**src/rtl/count_arbiter.sv**
```systemverilog
// count_arbiter: grants digit increment pulses round-robin, one at a time, and
// holds off the next grant until the display shifter has finished its refresh.
module count_arbiter #(
  parameter int DIGITS        = 3,
  parameter int SETTLE_CYCLES = 4,
  parameter int TIMEOUT       = 64
) (
  input  logic              clk,
  input  logic              reset,
  input  logic [DIGITS-1:0] req_in,
  output logic [DIGITS-1:0] inc_out,
  output logic              refresh_req,
  input  logic              refresh_busy,
  output logic              busy,
  output logic              drop_err,
  output logic              timeout_err
);

  localparam int PTR_W  = (DIGITS > 1) ? $clog2(DIGITS) : 1;
  localparam int SCNT_W = $clog2(SETTLE_CYCLES + 1);
  localparam int TCNT_W = $clog2(TIMEOUT + 1);

  localparam logic [DIGITS-1:0] ONE         = DIGITS'(1);
  localparam logic [PTR_W:0]    NUM_LANES   = (PTR_W + 1)'(DIGITS);
  localparam logic [PTR_W-1:0]  LAST_LANE   = PTR_W'(DIGITS - 1);
  localparam logic [SCNT_W-1:0] SETTLE_LAST = SCNT_W'(SETTLE_CYCLES - 1);
  localparam logic [TCNT_W-1:0] TMO_LAST    = TCNT_W'(TIMEOUT - 1);

  typedef enum logic [2:0] {
    IDLE,
    GRANT,
    SETTLE,
    REFRESH_REQ,
    REFRESH_WAIT
  } state_t;

  state_t            state, state_n;
  logic [DIGITS-1:0] req_s, req_q, pending, evt, clr;
  logic [PTR_W-1:0]  ptr, ptr_n, win, win_n, pick;
  logic [SCNT_W-1:0] scnt, scnt_n;
  logic [TCNT_W-1:0] tcnt, tcnt_n;
  logic [DIGITS-1:0] inc_n;
  logic              refresh_req_n, tmo;

  // req_in is sampled once and edges are taken on that copy, so an event
  // reaches pending one edge after it is first sampled.
  assign evt = req_s & ~req_q;

  // NOTE: every flop is written with <= so all registers update from the
  // values seen before the edge, regardless of statement order.
  always_ff @(posedge clk or posedge reset) begin
    if (reset) begin
      req_s    <= '0;
      req_q    <= '0;
      pending  <= '0;
      drop_err <= 1'b0;
    end else begin
      req_s   <= req_in;
      req_q   <= req_s;
      pending <= (pending & ~clr) | evt;
      if (|(evt & pending & ~clr)) drop_err <= 1'b1;
    end
  end

  // Round-robin search: first pending lane at or above ptr, wrapping.
  always_comb begin
    logic           found;
    logic [PTR_W:0] sum;
    found = 1'b0;
    sum   = '0;
    pick  = '0;
    for (int k = 0; k < DIGITS; k++) begin
      sum = {1'b0, ptr} + (PTR_W + 1)'(k);
      if (sum >= NUM_LANES) sum = sum - NUM_LANES;
      if (!found && pending[sum[PTR_W-1:0]]) begin
        found = 1'b1;
        pick  = sum[PTR_W-1:0];
      end
    end
  end

  // NOTE: every variable gets a default before the case so no path through
  // this block can leave a value unassigned and infer a latch.
  always_comb begin
    state_n       = state;
    win_n         = win;
    ptr_n         = ptr;
    scnt_n        = scnt;
    tcnt_n        = tcnt;
    inc_n         = '0;
    refresh_req_n = 1'b0;
    clr           = '0;
    tmo           = 1'b0;
    unique case (state)
      IDLE: begin
        if (|pending) begin
          state_n = GRANT;
          win_n   = pick;
          inc_n   = ONE << pick;
        end
      end
      GRANT: begin
        clr     = ONE << win;
        ptr_n   = (win == LAST_LANE) ? '0 : win + 1'b1;
        scnt_n  = '0;
        state_n = SETTLE;
      end
      SETTLE: begin
        if (scnt == SETTLE_LAST) begin
          state_n       = REFRESH_REQ;
          refresh_req_n = 1'b1;
          tcnt_n        = '0;
        end else begin
          scnt_n = scnt + 1'b1;
        end
      end
      REFRESH_REQ: begin
        if (tcnt == TMO_LAST) begin
          tmo     = 1'b1;
          state_n = IDLE;
        end else if (refresh_busy) begin
          state_n = REFRESH_WAIT;
          tcnt_n  = tcnt + 1'b1;
        end else begin
          refresh_req_n = 1'b1;
          tcnt_n        = tcnt + 1'b1;
        end
      end
      REFRESH_WAIT: begin
        // The budget spans both handshake states; exhaustion wins a tie.
        if (tcnt == TMO_LAST) begin
          tmo     = 1'b1;
          state_n = IDLE;
        end else if (!refresh_busy) begin
          state_n = IDLE;
        end else begin
          tcnt_n = tcnt + 1'b1;
        end
      end
      default: state_n = IDLE;
    endcase
  end

  always_ff @(posedge clk or posedge reset) begin
    if (reset) begin
      state       <= IDLE;
      ptr         <= '0;
      win         <= '0;
      scnt        <= '0;
      tcnt        <= '0;
      inc_out     <= '0;
      refresh_req <= 1'b0;
      busy        <= 1'b0;
      timeout_err <= 1'b0;
    end else begin
      state       <= state_n;
      ptr         <= ptr_n;
      win         <= win_n;
      scnt        <= scnt_n;
      tcnt        <= tcnt_n;
      inc_out     <= inc_n;
      refresh_req <= refresh_req_n;
      busy        <= (state_n != IDLE);
      if (tmo) timeout_err <= 1'b1;
    end
  end

endmodule
```
**config.mk**
```make
export PLATFORM = sky130hd
export DESIGN_NAME = count_arbiter
export DESIGN_NICKNAME = d
export VERILOG_FILES = /design/src/rtl/count_arbiter.sv
export SDC_FILE = /design/constraint.sdc
export NUM_CORES = 1
export LEC_CHECK = 0
export ABC_AREA = 0
export CORE_MARGIN = 2
export CORE_UTILIZATION = 45
export DETAILED_ROUTE_END_ITERATION = 10
export HOLD_SLACK_MARGIN = 0.1
export PLACE_DENSITY_LB_ADDON = 0.12
export SYNTH_ARGS = -nofsm -noshare
export SYNTH_HDL_FRONTEND = slang
export SYNTH_SLANG_ARGS = --single-unit
export TNS_END_PERCENT = 30
```
**constraint.sdc**
```tcl
create_clock -name clk -period 2.3 [get_ports clk]
set_input_delay 0.46 -clock clk [delete_from_list [all_inputs] [get_ports clk]]
set_output_delay 0.46 -clock clk [all_outputs]
set_load 0.01 [all_outputs]
```
==> results of run 1 <==
[cell type report]
type                    instances  share of cell area
flip-flops and latches         33              0.4314
multi-input cells             111              0.3980
repair buffers                 15             0.07451
clock buffers                   6             0.03791
well taps                      48             0.03137
inverters                      11             0.02157
clock inverters                 2            0.005229
[synth_stat cells, types with 3 or more instances]
| cell | number |
|---|---|
| dfrtp_1 | 33 |
| nand2_1 | 18 |
| inv_1 | 11 |
| o21ai_0 | 10 |
| nor2_1 | 8 |
| ha_1 | 7 |
| mux2i_1 | 6 |
| a22o_1 | 5 |
| o21bai_1 | 5 |
| a21oi_1 | 4 |
| clkbuf_1 | 4 |
| nor3_1 | 4 |
| o22ai_1 | 4 |
| o31ai_1 | 4 |
| buf_2 | 3 |
| nor2b_1 | 3 |
[worst min-delay path by stage]
stage	startpoint	end
after global routing	reset	tcnt[2]
after detailed placement	req_s[0]	req_q[0]
after floorplan	req_s[0]	req_q[0]
after global placement	req_s[0]	req_q[0]
final	reset	tcnt[2]
after CTS	reset	tcnt[2]
[per-layer routing]
layer	share of wire	wire length [µm]
met1	0.45	1394
met2	0.49	1503
met3	0.036	110
met4	0.021	65
met5	0	0
[metrics by stage]
step | cell area, µm² | std cells
6_report | 1914 | 226
5_1_grt | 1914 | 226
4_1_cts | 1914 | 226
3_5_place_dp | 1832 | 218
3_3_place_gp | 1832 | 218
2_1_floorplan | 1659 | 162
[power breakdown]
part	total, mW	internal (mW)	switching [mW]
clock	0.415	0.209	0.206
sequential	0.919	0.731	0.189
combinational	1.04	0.497	0.547
[state kept, by name, indices dropped and copies added (netlist names)]
register	flops
timeout_err	1
req_s	3
busy	1
scnt	3
inc_out	3
ptr	2
pending	3
refresh_req	1
tcnt	7
req_q	3
state	3
drop_err	1
win	2
[critical path: stages, from the launching register on]
cell	delay, ps
dfrtp_1	390
ha_1	230
nand3_2	140
nor3_4	340
o21bai_1	100
and3b_1	200
or4b_1	470
[kinds of logic after synthesis]
| group | synth area share |
|---|---|
| AND/OR/NAND/NOR | 0.1735 |
| adder cells (fa/ha/maj) | 0.05279 |
| multiplexers | 0.04299 |
| buffers and inverters | 0.04298 |
| flip-flops | 0.4977 |
| AO/OA/AOI/OAI | 0.1795 |
| XOR/XNOR | 0.01056 |
==> results.txt, run 1 <==
Status = finished clean
Synthesis Warnings = 0
Worst slew margin = 0.6608
CP Data Arrival Time = 2150 ps
GRT overflow = 0
CTS resizes = 0
Yosys top cell by area = dfrtp_1
Commonest non-fill, non-tap cells in the layout = dfrtp_1, nand2_1, clkdlybuf4s50_1
Worst hold margin = 365.3 ps
Diodes inserted = 0
Worst Setup SP = tcnt[1]
TritonCTS buffer count = 5
Worst min-delay path class = input port to asynchronous set/reset pin
Worst setup path end = busy
M2 GR Usage = 0.2796
Post-DP HPWL = 2.175 mm
Crit Path Max Fanout = 7
DRC = 0
Layout Nets = 190
Reg clk slew, reported paths = 70 ps
Mapped Area = 1659 µm²
Worst-Margin Slew = 504.6 ps
Max-cap violations = 0
Peak Freq = 500.5 MHz
Post-synth EDFFs = 0
Core area = 3606 µm²
Startpoint types = flip-flop
Tmin final = 1998 ps
Pleak = 0.8668 nW
Initial Util = 0.4601
Die height = 64.72 µm
Yosys reg bits = 33
# fillers = 348
RSZ-0062 raised after global routing = false
P per Cell Area = 1243 nW/µm²
Post-cts hold buffer count = 0
Final slew viol count = 0
R2R Setup Slk = 300 ps
Crit share post-route = 0.8688
Share of layout cells above drive strength 1 = 0.1124
Post-synth top flop = dfrtp_1
Die area = 4189 µm²
Kind of critical path = flip-flop to flip-flop
Post-layout util = 0.5309
VDD IR max = 0.5498 mV
Total Routing Usage GR = 0.1733
Worst Path Required = 2450 ps
Syn Nets = 175
Setup Skew = 6.359 ps
Global-route wire length before repair = 5.554 mm
Largest net degree at the start of global routing = 30
Antenna-violating nets left = 0
Post-Syn Instances = 162
First DRT Iteration DRCs = 99
Die width = 64.72 µm
Area Overhead vs Synth = 15.38%
Area of the multi-input gates = 762.0 µm²
Crit. End Element = flip-flop
Final Worst Setup Slack = 301.8 ps
Fin Setup TNS = 0 ps
Pre-antenna DRT Iters = 4
Port Buffers = 12
CTS root buffer = clkbuf_8
Clock latency on the worst-skew pair = 280 ps
Mean Syn Cell Area = 10.24 µm²
Vias after detailed routing = 1,209
Reg area = 825.8 µm²
Routability congestion estimate = 0.7615
Yosys top cell area share = 0.4977
Postcts setup bufs = 0
Rows = 22
Most common cell after layout, fill and taps aside = dfrtp_1
Htree depth = 2
Clk buf depth = 2
CTS tree = yes
Ports = 13
Vias in the first global route = 1,264
Global-route met1 utilization = 0.2118
Distinct cells, synth = 41
Clk sinks = 33
Reg2Reg Depth = 6
Worst r2r src = tcnt[1]
Initial antenna violation count = 0
Final setup violation count = 0
Gr busiest metal = met2
Place WS = 253.8 ps
Drt via density = 5.350
Mean routed wirelength per cell = 13.60 µm
Reg2reg end = busy
Design Power = 2.379 mW
Hold Vio Cnt, Final = 0
Async S/R FF share, synth = 1.000
Met3 global-route usage = 0.04167
DRT Wirelength = 3.074 mm
Sequential-to-total area share from yosys stat = 0.4977
Synth area leaders = dfrtp_1, ha_1, nand2_1, mux2i_1, o21ai_0
No activity file was read; power rests on OpenSTA's default activity.
==> inputs of run 2 (changes only) <==
Settings changed: CORE_ASPECT_RATIO from default to 2, PLACE_DENSITY_LB_ADDON 0.12 to 0.25.
==> results.txt, run 2 (synthesis gave the netlist of run 1 again) <==
# fillers = 337 (-3.2%)
VDD IR max = 0.6516 mV (+19%)
CP Data Arrival Time = 2230 ps (+80 ps)
Port Buffers = 12 (unchanged)
CTS tree = yes
Core area = 3568 µm² (-1.0%)
Worst Path Required = 2470 ps (+20 ps)
Commonest non-fill, non-tap cells in the layout = dfrtp_1, nand2_1, clkdlybuf4s50_1
Clk buf depth = 2 (unchanged)
Kind of critical path = flip-flop to flip-flop
Worst hold margin = 383.7 ps (+18.39 ps)
Pleak = 0.8658 nW (-0.12%)
Area after DPL = 1833 µm² (about the same)
Layout Nets = 190 (unchanged)
Final Worst Setup Slack = 245.4 ps (-56.42 ps)
Mean routed wirelength per cell = 15.04 µm (+11%)
Antenna-violating nets left = 0 (unchanged)
Switching Share = 0.4013 (+0.005472)
Pre-antenna DRT Iters = 4 (unchanged)
Crit Path Max Fanout = 11 (+4)
Worst min-delay path class = flip-flop to flip-flop
Largest net degree at the start of global routing = 34 (+13%)
Die width = 46.94 µm (-27%)
Die height = 89.87 µm (+39%)
First DRT Iteration DRCs = 23 (-77%)
Peak Freq = 486.7 MHz (-2.7%)
Reg area = 825.8 µm² (unchanged)
Htree depth = 2 (unchanged)
Clk sinks = 33 (unchanged)
Hold Vio Cnt, Final = 0 (unchanged)
Max-cap violations = 0 (unchanged)
Area Overhead vs Synth = 15.69%
GRT overflow = 0 (unchanged)
Postcts setup bufs = 0 (unchanged)
Routability congestion estimate = 0.8115 (+6.6%)
Post-route cell area = 1919 µm² (+0.26%)
Vias in the first global route = 1,354 (+7.1%)
Fin Setup TNS = 0 ps (unchanged)
Psw = 0.9636 mW (+2.3%)
Worst slew margin = 0.6443 (-0.01642)
Setup Skew = 6.430 ps (+0.07089 ps)
Total Routing Usage GR = 0.1871 (+0.01376)
P per Cell Area = 1251 nW/µm² (+0.66%)
Initial antenna violation count = 0 (unchanged)
Design Power = 2.401 mW (+0.93%)
Rows = 31 (+41%)
Crit. End Element = flip-flop
Ports = 13 (unchanged)
Startpoint types = flip-flop
Vias after detailed routing = 1,262 (+4.4%)
Global-route wire length before repair = 5.706 mm (+2.7%)
R2R Setup Slk = 250 ps (-60 ps)
Worst-Margin Slew = 529.0 ps (+24.42 ps)
Reg clk slew, reported paths = 70 ps (about the same)
Diodes inserted = 0 (unchanged)
Cell Int Power = 1.437 mW (about the same)
CTS resizes = 0 (unchanged)
Number of flip-flops in the largest register = 7 (unchanged)
DRC = 0 (unchanged)
DRT Wirelength = 3.413 mm (+11%)
Most common cell after layout, fill and taps aside = dfrtp_1
Post-cts hold buffer count = 0 (unchanged)
Place WS = 196.6 ps (-57.21 ps)
TritonCTS buffer count = 5 (unchanged)
Area of the multi-input gates = 762.0 µm² (unchanged)
Clk pwr share = 0.173 (-0.002)
Post-DP HPWL = 2.587 mm (+19%)
Initial Util = 0.4649 (+0.004840)
Clock latency on the worst-skew pair = 280 ps (about the same)
Crit share post-route = 0.8933 (+0.02453)
Drt via density = 5.559 (+3.9%)
RSZ-0062 raised after global routing = false
Share of layout cells above drive strength 1 = 0.1180 (+0.005618)
Final setup violation count = 0 (unchanged)
Sequential fraction of design power = 0.387 (about the same)
Die area = 4218 µm² (+0.70%)
Biggest register = tcnt
Tmin final = 2055 ps (+56.42 ps)
Status = finished clean
CTS root buffer = clkbuf_8
Final slew viol count = 0 (unchanged)
Gate power share = 0.439 (about the same)
[run 2: cell count changes in the layout (fill, tap and decap cells not counted)]
cell | previous run | this run
clkbuf_1 | 1 | 0
clkinvlp_4 | 0 | 1
[run 2: stage by stage]
step	util	instances
after floorplan	-	162
after global placement	0.5137	219
after detailed placement	0.5137	219
after CTS	0.5379	227
after global routing	0.5379	227
final	0.5379	227
[run 2: critical path, cell delays in order, from the launching register on]
cell and delay [ps]:
dfrtp_1 500, or2_2 370, mux2i_1 410, a21oi_1 240
buf_4 200, a31o_2 230
[run 2: per-layer routing]
layer  global-route usage  vias to the layer above  wire, µm
met5                    0                        -         0
met4              0.09491                        0        99
met3              0.05221                       11        60
met2               0.3333                       16      2066
met1               0.1750                      628      1186
li1                     -                      607         -
[run 2: path summary, 6_finish.rpt]
path,cells past startpoint,end,startpoint
setup / recovery,5,tcnt[1],state[0]
hold / removal,0,req_q[0],req_s[0]
setup reg to reg,5,tcnt[1],state[0]
hold reg to reg,0,req_q[0],req_s[0]
max in group asynchronous,3,tcnt[3],reset
min in group asynchronous,3,req_q[1],reset
[run 2: power groups by stage]
stage | sequential, mW | combinational [mW] | clock, mW
3_3_place_gp | 0.921 | 0.992 | 0
6_report | 0.930 | 1.05 | 0.416
3_5_place_dp | 0.937 | 1.05 | 0
2_1_floorplan | 0.841 | 0.845 | 0
5_1_grt | 0.954 | 1.17 | 0.454
4_1_cts | 0.926 | 1.06 | 0.435
[run 2: area by class of cell]
class | count | area share
Tap cell | 49 | 0.03194
Inverter | 11 | 0.02151
Timing Repair Buffer | 15 | 0.07432
Clock inverter | 3 | 0.009126
Sequential cell | 33 | 0.4302
Multi-Input combinational cell | 111 | 0.3970
Clock buffer | 5 | 0.03585
